===== src/rtl/noc_params.sv =====
// Shared NoC router parameters and the output-port encoding used across the router.
package noc_params;

  localparam int unsigned PORT_NUM = 5;
  localparam int unsigned VC_NUM   = 2;
  localparam int unsigned VC_SIZE  = (VC_NUM > 1) ? $clog2(VC_NUM) : 1;

  typedef enum logic [2:0] {
    LOCAL = 3'd0,
    NORTH = 3'd1,
    SOUTH = 3'd2,
    WEST  = 3'd3,
    EAST  = 3'd4
  } port_t;

endpackage


===== src/rtl/switch_allocator_rr.sv =====
// Round-robin arbiter: one-hot grant searched upward from an internal pointer,
// pointer advances past the winner only when the caller confirms with update_i.
module round_robin_arbiter #(
  parameter int unsigned AGENTS_NUM = 4
) (
  input  logic                  clk,
  input  logic                  rst,
  input  logic [AGENTS_NUM-1:0] requests_i,
  input  logic                  update_i,
  output logic [AGENTS_NUM-1:0] grant_o
);

  localparam int unsigned PTR_W = (AGENTS_NUM > 1) ? $clog2(AGENTS_NUM) : 1;

  logic [PTR_W-1:0] ptr_q;
  logic [PTR_W-1:0] ptr_d;
  logic [PTR_W-1:0] win;
  logic             found;
  int unsigned      idx;

  always_comb begin : search
    grant_o = '0;
    win     = '0;
    found   = 1'b0;
    idx     = 0;
    for (int unsigned i = 0; i < AGENTS_NUM; i++) begin
      idx = (32'(ptr_q) + i) % AGENTS_NUM;
      if (!found && requests_i[PTR_W'(idx)]) begin
        grant_o[PTR_W'(idx)] = 1'b1;
        win                  = PTR_W'(idx);
        found                = 1'b1;
      end
    end
  end

  // Kept apart from the search so update_i never feeds back into the grant path.
  always_comb begin : next_ptr
    ptr_d = ptr_q;
    if (update_i && found) begin
      ptr_d = (win == PTR_W'(AGENTS_NUM - 1)) ? '0 : win + PTR_W'(1);
    end
  end

  always_ff @(posedge clk or posedge rst) begin
    if (rst) ptr_q <= '0;
    else     ptr_q <= ptr_d;
  end

endmodule


===== src/rtl/switch_allocator.sv =====
// Separable input-first switch allocator: per-input VC arbitration, then per-output
// input arbitration; grants are combinational so buffers are read in the same cycle.
module switch_allocator
  import noc_params::port_t;
  import noc_params::VC_SIZE;
#(
  parameter int unsigned PORT_NUM = noc_params::PORT_NUM,
  parameter int unsigned VC_NUM   = noc_params::VC_NUM
) (
  input  logic               clk,
  input  logic               rst,
  input  logic               request_i       [PORT_NUM][VC_NUM],
  input  port_t              out_port_i      [PORT_NUM][VC_NUM],
  input  logic [VC_SIZE-1:0] downstream_vc_i [PORT_NUM][VC_NUM],
  input  logic               on_off_i        [PORT_NUM][VC_NUM],
  output logic               valid_sel_o     [PORT_NUM],
  output logic [VC_SIZE-1:0] vc_sel_o        [PORT_NUM],
  output logic               valid_flit_o    [PORT_NUM],
  output port_t              xb_sel_o        [PORT_NUM],
  output logic [VC_SIZE-1:0] downstream_vc_o [PORT_NUM]
);

  localparam int unsigned PSEL_W = $bits(port_t);

  logic [VC_NUM-1:0]   req1     [PORT_NUM];
  logic [VC_NUM-1:0]   grant1   [PORT_NUM];
  logic [PORT_NUM-1:0] req2     [PORT_NUM];
  logic [PORT_NUM-1:0] grant2   [PORT_NUM];
  logic                s1_valid [PORT_NUM];
  logic [VC_SIZE-1:0]  s1_vc    [PORT_NUM];
  port_t               s1_out   [PORT_NUM];
  logic [VC_SIZE-1:0]  s1_dvc   [PORT_NUM];
  logic [PORT_NUM-1:0] in_win;

  // A VC is eligible only if its downstream VC on the routed output has space.
  always_comb begin : eligibility
    for (int unsigned p = 0; p < PORT_NUM; p++) begin
      req1[p] = '0;
      for (int unsigned v = 0; v < VC_NUM; v++) begin
        req1[p][v] = request_i[p][v]
                   && (32'(out_port_i[p][v]) < PORT_NUM)
                   && on_off_i[out_port_i[p][v]][downstream_vc_i[p][v]];
      end
    end
  end

  for (genvar p = 0; p < PORT_NUM; p++) begin : g_in_arb
    round_robin_arbiter #(.AGENTS_NUM(VC_NUM)) u_arb (
      .clk        (clk),
      .rst        (rst),
      .requests_i (req1[p]),
      .update_i   (in_win[p]),
      .grant_o    (grant1[p])
    );
  end

  always_comb begin : stage1_decode
    for (int unsigned p = 0; p < PORT_NUM; p++) begin
      s1_valid[p] = |grant1[p];
      s1_vc[p]    = '0;
      for (int unsigned v = 0; v < VC_NUM; v++) begin
        if (grant1[p][v]) s1_vc[p] = VC_SIZE'(v);
      end
      s1_out[p] = out_port_i[p][s1_vc[p]];
      s1_dvc[p] = downstream_vc_i[p][s1_vc[p]];
    end
    for (int unsigned o = 0; o < PORT_NUM; o++) begin
      req2[o] = '0;
      for (int unsigned p = 0; p < PORT_NUM; p++) begin
        req2[o][p] = s1_valid[p] && (32'(s1_out[p]) == o);
      end
    end
  end

  for (genvar o = 0; o < PORT_NUM; o++) begin : g_out_arb
    round_robin_arbiter #(.AGENTS_NUM(PORT_NUM)) u_arb (
      .clk        (clk),
      .rst        (rst),
      .requests_i (req2[o]),
      .update_i   (1'b1),
      .grant_o    (grant2[o])
    );
  end

  // Outputs held at zero throughout reset regardless of requests.
  always_comb begin : drive_outputs
    in_win = '0;
    for (int unsigned i = 0; i < PORT_NUM; i++) begin
      valid_sel_o[i]     = 1'b0;
      vc_sel_o[i]        = '0;
      valid_flit_o[i]    = 1'b0;
      xb_sel_o[i]        = port_t'(PSEL_W'(0));
      downstream_vc_o[i] = '0;
    end
    for (int unsigned o = 0; o < PORT_NUM; o++) begin
      for (int unsigned p = 0; p < PORT_NUM; p++) begin
        if (!rst && grant2[o][p]) begin
          valid_flit_o[o]    = 1'b1;
          xb_sel_o[o]        = port_t'(PSEL_W'(p));
          downstream_vc_o[o] = s1_dvc[p];
          valid_sel_o[p]     = 1'b1;
          vc_sel_o[p]        = s1_vc[p];
          in_win[p]          = 1'b1;
        end
      end
    end
  end

endmodule

===== config.mk =====
export PLATFORM = sky130hd
export DESIGN_NAME = switch_allocator
export DESIGN_NICKNAME = d
export VERILOG_FILES = /design/src/rtl/noc_params.sv /design/src/rtl/switch_allocator_rr.sv /design/src/rtl/switch_allocator.sv
export SDC_FILE = /design/constraint.sdc
export NUM_CORES = 1
export LEC_CHECK = 0
export CAP_MARGIN = 15
export CORE_MARGIN = 1
export CORE_UTILIZATION = 50
export CTS_BUF_LIST = sky130_fd_sc_hd__clkbuf_8
export CTS_CLUSTER_SIZE = 8
export DETAILED_ROUTE_END_ITERATION = 7
export PLACE_DENSITY = 0.76
export SYNTH_ARGS = -nofsm -noshare
export SYNTH_HDL_FRONTEND = slang
export SYNTH_SLANG_ARGS = --single-unit

===== constraint.sdc =====
create_clock -name clk -period 8.4 [get_ports clk]
set_input_delay 1.68 -clock clk [delete_from_list [all_inputs] [get_ports clk]]
set_output_delay 1.68 -clock clk [all_outputs]
set_load 0.05 [all_outputs]

==> summary.md, run 1 <==
| Metric | Value |
|---|---|
| Status | finished, final reports clean |
| Dominant synthesized flop cell | dfrtp_1 |
| Initial Util | slightly above 50% |
| Setup crit end kind | primary output |
| Number of I/O pins | 97 |
| Slew Limit Fails | 0 |
| Die Area | 0.0246 mm² |
| Die width | 157 µm |
| Netlist cell types | around 110 |
| CP Class | in2out |
| Routability congestion estimate | 1.02 |
| Synth Cell Area | 0.0120 mm² |
| Num CTS Buffers | 3 |
| Hold Vio Cnt, Final | 0 |
| CP endpoint | vc_sel_o[1] |
| CTS tree | yes |
| Sequential area share after synthesis | about 4.2% |
| CTS root buffer | clkbuf_8 |
| Mean post-synth cell area | just over 7 µm² |
| Crit-path most repeated cell | buf_4 |
| WL per Instance | about 21 µm |
| Row cnt | 56 |
| PortBufs | 96 |
| Detailed Route Iter0 Violations | 1348 |
| Fmax | between 100 and 150 MHz |
| Max-Cap Viols | 0 |
| Share of Yosys cell area claimed by the top area cell type | approximately 11% |
| Worst-path cell chain | clkdlybuf4s50_1 -> buf_4 -> mux2_2 -> a221o_1 -> o211a_2 -> o32ai_2 -> and3b_1 -> or3_1 -> or2_0 -> a311o_1 -> a211oi_1 -> nand3_1 -> o31ai_1 -> buf_4 -> nor2_1 -> buf_4 |
| Area of the core | 0.0235 mm² |
| Placed instance count | 2125 |
| H-tree depth | 1 |
| Reg-to-reg slack, setup | 2.53 ns |
| DRC violations left | 0 |
| Synthesis-stage register bit count | 20 |
| Critical Path Max Stage Delay | 0.60 ns |
| Die H | 157 µm |
| Vias per cell | 6.76 |
| CP Launch Point | on_off_i[3] |
| Cell count after synthesis | 1684 |
| GRT Util Overall | between 30% and 40% |
| DRT Wirelength | between 40000 and 50000 µm |
| Clock slew at reported path FFs | 0.12 ns |
| CP max-delay cell | clkdlybuf4s50_1 |
| DRT Pass-1 Iters | 6 |
| Clk sinks | 20 |
| Initial antenna violation count | 1 |
| Final Skew | 0.00284 ns |
| Post-synth top area cell | ha_1 |
| Worst hold path class | reg2reg |
| Rel. slew slack | roughly two fifths |
| Place WS | 0.240 ns |
| Number of setup violations in the final report | 0 |
| CP Data Arrival Time | 6.54 ns |
| Ys Warns | 0 |
| Global route overflow | 0 |
| Via count | roughly 14000 |
| Later-pin clock latency in the skew report | 0.30 ns |
| Required @ worst endpoint | 6.72 ns |
| DP Wirelength | 35900 µm |
| Synth area leaders | ha_1 11%, nand2_1 4.4%, mux2_2 4.3% |
| Nets | 1984 |
| Vias in the first global route | 13400 |
| Post-route minimum period | 8.22 ns |
| Ys async rst share | 100% |
| Layout cells sized above 1 | 14.0% |
| Period utilisation layout | roughly 100% |
| Syn nets | roughly 1900 |
| Largest net degree at the start of global routing | 34 |
| CP max FO | 9 |
| Clk buf depth | 2 |
| CP Launch Type | input pin |
| Worst-Margin Slew | ~0.88 ns |
| Post-Layout Cell Count | about 2100 |
| Final worst-path setup slack | 0.184 ns |
| # fillers | between 2000 and 2500 |
| ANT nets after route | 0 |
| Worst r2r path cells | 22 |
| Worst r2r src | g_out_arb[0].u_arb.ptr_q[1]$_DFFE_PP0P_ |
| Layout area overhead | 17.0% |
| First-pass GRT wire length | 70200 µm |
| EDFF count, synth | 0 |
-- worst max-delay path, delay by kind of cell --
kind	cells	cell delay, ns
buffers and inverters	4	1.22
AND/OR/NAND/NOR	5	1.27
multiplexers	1	0.26
AO/OA/AOI/OAI	6	2.09
-- cells in the mapped netlist (10+ instances only) --
cell type and number:
and3b_1 11, o31ai_1 18, o2bb2ai_1 10, or4_1 16, nand4_1 20, or2_2 19, a21o_1 20, buf_2 10
inv_1 91, o21ai_0 80, nand3_1 48, and3_1 10, dfrtp_1 20, nor3b_1 24, mux2_2 46, xnor2_1 46
mux2i_1 51, and4_1 10, a21oi_1 87, a2111oi_0 10, and2_1 28, o2111ai_1 12, a31oi_1 24, o211a_1 13
or3_1 24, o22ai_1 17, nand2b_1 49, nand2_1 142, a211o_1 13, o21a_1 17, ha_1 108, clkbuf_1 50
a22oi_1 11, a211oi_1 29, nor2_1 130, nand3b_1 16, nor2b_1 20, o211ai_1 26, o22a_1 10, nor4_1 28
nor3_1 52
-- layout by cell type, fill, tap and decap left out, drive strengths merged, types with 22 or more instances in the layout --
master,synthesis,final
o211ai,27,27
mux2,47,47
nor2,130,130
nand2,142,142
inv,94,94
mux2i,51,51
a31oi,24,24
xnor2,46,46
nand2b,49,49
or2,22,22
a211oi,30,30
nor3b,24,24
nor3,53,53
ha,108,108
buf,22,134
nor4,31,31
or3,25,25
a21oi,87,87
nand3,49,49
o21ai,85,85
clkdlybuf4s50,0,61
and2,33,33
-- through the flow --
step / util [%] / hold slack, ns / setup TNS (ns) / area [µm²]
CTS: 59.6 / 0.537 / 0 / 14000
detailed placement: 59.4 / 0.511 / 0 / 13900
global placement: 59.4 / 0.503 / 0 / 13900
finish: 59.8 / 0.535 / 0 / 14000
global route: 59.8 / 0.578 / -0.00516 / 14000
floorplan: - / 0.469 / 0 / 12000
-- metal layers --
metal  up-vias  wire (µm)  track usage (%)
met5         -          0                0
met4         0       2020             15.5
met3       130       4040             4.41
met2       773      19700             57.3
met1      6724      18500             47.4
li1       6778          -                -
-- worst min-delay path by stage --
stage,startpoint,to,slack (ns),cells after the start
2_1_floorplan,flip-flop,flip-flop,0.47,1
3_3_place_gp,flip-flop,flip-flop,0.50,1
3_5_place_dp,flip-flop,flip-flop,0.51,1
4_1_cts,flip-flop,flip-flop,0.54,1
5_1_grt,flip-flop,flip-flop,0.58,2
6_report,flip-flop,flip-flop,0.53,1
-- final cells by class --
class	instances	area [µm²]	area share [%]
Multi-Input combinational cell	1497	10800	77.3
Inverter	95	357	2.54
Clock buffer	4	55.1	0.392
Timing Repair Buffer	196	1880	13.4
Sequential cell	20	500	3.57
Antenna cell	1	2.50	0.0178
Tap cell	319	399	2.84
-- cell families (layout without fill, tap and decap cells) --
logic type	after synthesis	in the layout	share of synthesized area, %
XOR/XNOR	50	50	3.65
AND/OR/NAND/NOR	695	695	31.8
adder cells (fa/ha/maj)	109	109	11.4
flip-flops	20	20	4.17
multiplexers	106	106	10.2
buffers and inverters	167	295	5.64
AO/OA/AOI/OAI	537	537	33.2
other	0	1	0
-- timing repair --
item                                    CTS  global route
buffers inserted                          0             2
endpoints found under the setup margin    0            12
gates resized for setup                   0             6
hold buffers                              0             0
Power of run 1 is not shown: default switching activity piles up to over one toggle a cycle in this logic, so the estimate is an artifact.
==> inputs of run 2 (changes only) <==
--- a/config.mk
+++ b/config.mk
@@ -14,4 +14,5 @@
 export PLACE_DENSITY = 0.76
 export SYNTH_ARGS = -nofsm -noshare
 export SYNTH_HDL_FRONTEND = slang
+export SYNTH_HIERARCHICAL = 1
 export SYNTH_SLANG_ARGS = --single-unit
==> run 2 against run 1 <==
The run now ends with negative setup slack left. Core utilization rose by 11 points. Synthesized cell count is 0.36% higher. Die area up 5.6%. Non-clock buffer count grew 198. Largest cell class unchanged. Worst setup slack lost 0.22 ns. Final area rose by 24%.
==> summary.md, run 2 <==
| Metric | Value |
|---|---|
| Final worst-path setup slack | -0.0387 ns (-0.222 ns) |
| Setup crit end kind | primary output |
| WL per Instance | 20.4 µm (-1.8%) |
| Post-route minimum period | 8.44 ns (+0.222 ns) |
| Netlist cell types | 121 (+13%) |
| Largest net degree at the start of global routing | 36 (+5.9%) |
| Nets | 2214 (+12%) |
| DRT Wirelength | 48200 µm (+8.7%) |
| First-pass GRT wire length | 72500 µm (+3.3%) |
| CP Launch Type | input pin |
| Diode count | 0 (-1) |
| Worst-Margin Slew | 0.910 ns (+0.0279 ns) |
| Initial Util | 51.5% (+0.40 points) |
| Initial antenna violation count | 0 (-1) |
| Number of I/O pins | 97 (unchanged) |
| GRT Util Overall | 34.1% (-1.5 points) |
| Synth Cell Area | 0.0127 mm² (+5.6%) |
| Status | complete, but fails checks |
| PortBufs | 96 (unchanged) |
| RR Endpoint | g_out_arb[1].u_arb/ptr_q[2]$_DFFE_PP0P_ |
| Cell count after synthesis | 1690 (+0.36%) |
| CTS tree | yes |
| Worst r2r path cells | 23 (+4.5%) |
| Rel. slew slack | 39.1% (-2.1 points) |
| Mean post-synth cell area | 7.50 µm² (+5.3%) |
| Most common cell in the synthesized netlist | nand2_1 |
| H-tree depth | 1 (unchanged) |
| Vias per cell | 6.45 (-4.5%) |
| CP Class | in2out |
| Failing checks | negative setup slack |
| Area of the core | 0.0246 mm² (+4.8%) |
| Later-pin clock latency in the skew report | 0.31 ns (about the same) |
| Vias in the first global route | 14100 (+5.4%) |
| Max-Cap Viols | 0 (unchanged) |
| Share of Yosys cell area claimed by the top area cell type | 11.4% (+0.089 points) |
| CP Data Arrival Time | 6.76 ns (+0.22 ns) |
| Most common cell after layout, fill and taps aside | buf_4 |
| Commonest non-fill, non-tap cells in the layout | 284 x buf_4, 137 x nand2_1, 127 x inv_1 |
| Period utilisation layout | 100% (+2.6 points) |
| CTS root buffer | clkbuf_8 |
| Unrepaired setup endpoints after global routing | yes |
| Dominant synthesized flop cell | dfrtp_1 |
| Routability congestion estimate | 0.992 (-2.7%) |
| Via count | 15200 (+5.7%) |
| Fmax | 119 MHz (-2.6%) |
| Reg-to-reg slack, setup | 2.22 ns (-0.31 ns) |
| Worst r2r src | g_out_arb[1].u_arb/ptr_q[1]$_DFFE_PP0P_ |
| Detailed Route Iter0 Violations | 1578 (+17%) |
| Worst hold path class | reg2reg |
| Ys async rst share | 100% (unchanged) |
| Post-synth top area cell | ha_1 |
| Clk sinks | 20 (unchanged) |
| Die Area | 0.0260 mm² (+5.6%) |
| Num CTS Buffers | 3 (unchanged) |
| EDFF count, synth | 0 (unchanged) |
| Synth area leaders | ha_1 11%, a21oi_1 4.8%, mux2i_1 4.4% |
| Global route overflow | 0 (unchanged) |
| Layout area overhead | 36.9% |
| Ys Warns | 6 (+6) |
| CP Launch Point | on_off_i[0] |
| Number of setup violations in the final report | 5 (+5) |
| Clk buf depth | 2 (unchanged) |
| Die H | 161 µm (+2.7%) |
| Post-CTS Hold Fix Bufs | 0 (unchanged) |
| ANT nets after route | 0 (unchanged) |
| Synthesis-stage register bit count | 20 (unchanged) |
| Layout cells sized above 1 | 35.4% (+21 points) |
| Final Skew | 0.00692 ns (+0.00409 ns) |
| Die width | 161 µm (+2.7%) |
| CP max FO | 9 (unchanged) |
| Sequential area share after synthesis | 3.95% (-0.22 points) |
| Required @ worst endpoint | 6.72 ns (about the same) |
| DRC violations left | 0 (unchanged) |
| Setup TNS | -0.0827 ns (-0.0827 ns) |
| DRT Pass-1 Iters | 6 (unchanged) |
| Row cnt | 57 (+1.8%) |
| Clock slew at reported path FFs | 0.11 ns (about the same) |
| Slew Limit Fails | 0 (unchanged) |
| Hold Vio Cnt, Final | 0 (unchanged) |
| WHS Path Cells | 1 (unchanged) |
| Synth top cells by count | 139 x nand2_1, 127 x inv_1, 122 x nor2_1 |
| DP Wirelength | 36800 µm (+2.4%) |
==> run 2: cell types whose count changed after synthesis, moves of 12 or more <==
cell / before / now
o21ai_0: 80 / 55
o31ai_1: 18 / 6
clkbuf_1: 50 / 19
nor4_1: 28 / 15
nor2b_1: 20 / 42
xnor2_1: 46 / 29
o221ai_1: 6 / 22
nand3_1: 48 / 20
a211oi_1: 29 / 17
a21oi_1: 87 / 121
buf_6: 2 / 16
inv_1: 91 / 127
==> run 2: through the flow <==
stage | cells | utilization, % | hold slack (ns) | instance area, µm² | setup WS (ns)
after CTS | 2330 | 66.7 | 0.519 | 16400 | 0.00304
after global placement | 2322 | 65.4 | 0.482 | 16100 | -0.362
final | 2360 | 70.5 | 0.518 | 17300 | -0.0387
after floorplan | 1697 | - | 0.467 | 12800 | -0.163
after detailed placement | 2322 | 65.4 | 0.497 | 16100 | -0.464
after global routing | 2360 | 70.5 | 0.553 | 17300 | -0.133
==> run 2: timing repair <==
| action | in CTS | in global routing |
|---|---|---|
| hold endpoints to repair | 0 | 0 |
| cloned | 0 | 3 |
| resized for setup | 59 | 166 |
| setup buffers | 4 | 27 |
| endpoints found under the setup margin | 31 | 31 |
| pin swaps | 12 | 63 |
==> run 2: layer usage <==
layer  up-vias  routed length (µm)  GRT usage [%]
met5         -                   0              0
met4         0                2000           14.5
met3       146                3570           4.31
met2       728               22600           56.5
met1      7278               20000           44.3
li1       7074                   -              -
==> run 2: cell type report <==
type                       instances  area (µm²)
multi-input combinational       1476       12200
inverter                         142         541
timing repair buffer             394        3610
clock buffer                       3        41.3
tap                              324         405
fill                            1972        7260
sequential                        20         502
clock inverter                     1        30.0
==> run 2: worst max path at each step <==
stage,to,slack [ns],cells after the start
after global routing,vc_sel_o[2],-0.13,26
after floorplan,vc_sel_o[0],-0.16,18
after CTS,vc_sel_o[2],0.003,26
after detailed placement,vc_sel_o[3],-0.46,23
final,downstream_vc_o[2],-0.04,23
after global placement,vc_sel_o[3],-0.36,23
==> run 2: worst max-delay path: stages <==
cell and delay, ns:
clkdlybuf4s50_1 0.42, buf_6 0.16, mux4_2 0.49, a221oi_2 0.28
nor3b_1 0.10, a21boi_2 0.20, buf_6 0.13, buf_4 0.14
nor3b_2 0.29, a21oi_4 0.10, nor2_4 0.30, mux2i_1 0.14
a211o_1 0.32, a21oi_2 0.25, nand3_1 0.17, a211oi_4 0.29
nand2_1 0.13, buf_4 0.18, o221ai_4 0.20, inv_1 0.10
o221ai_1 0.23, o211a_1 0.30, buf_12 0.17
==> run 2: kinds of logic (layout without fill, tap and decap cells) <==
family          after synthesis  in the layout  share of synthesized area, %
other cells                   1              8                        0.0296
xor+xnor                     53             53                          4.55
fa+ha+maj                   115            115                          11.4
mux                         112            112                          11.1
flops                        20             20                          3.95
simple gates                636            636                          27.7
buf+inv                     201            540                          7.26
compound gates              552            552                          34.1
Power of run 2 is left out for the same reason.
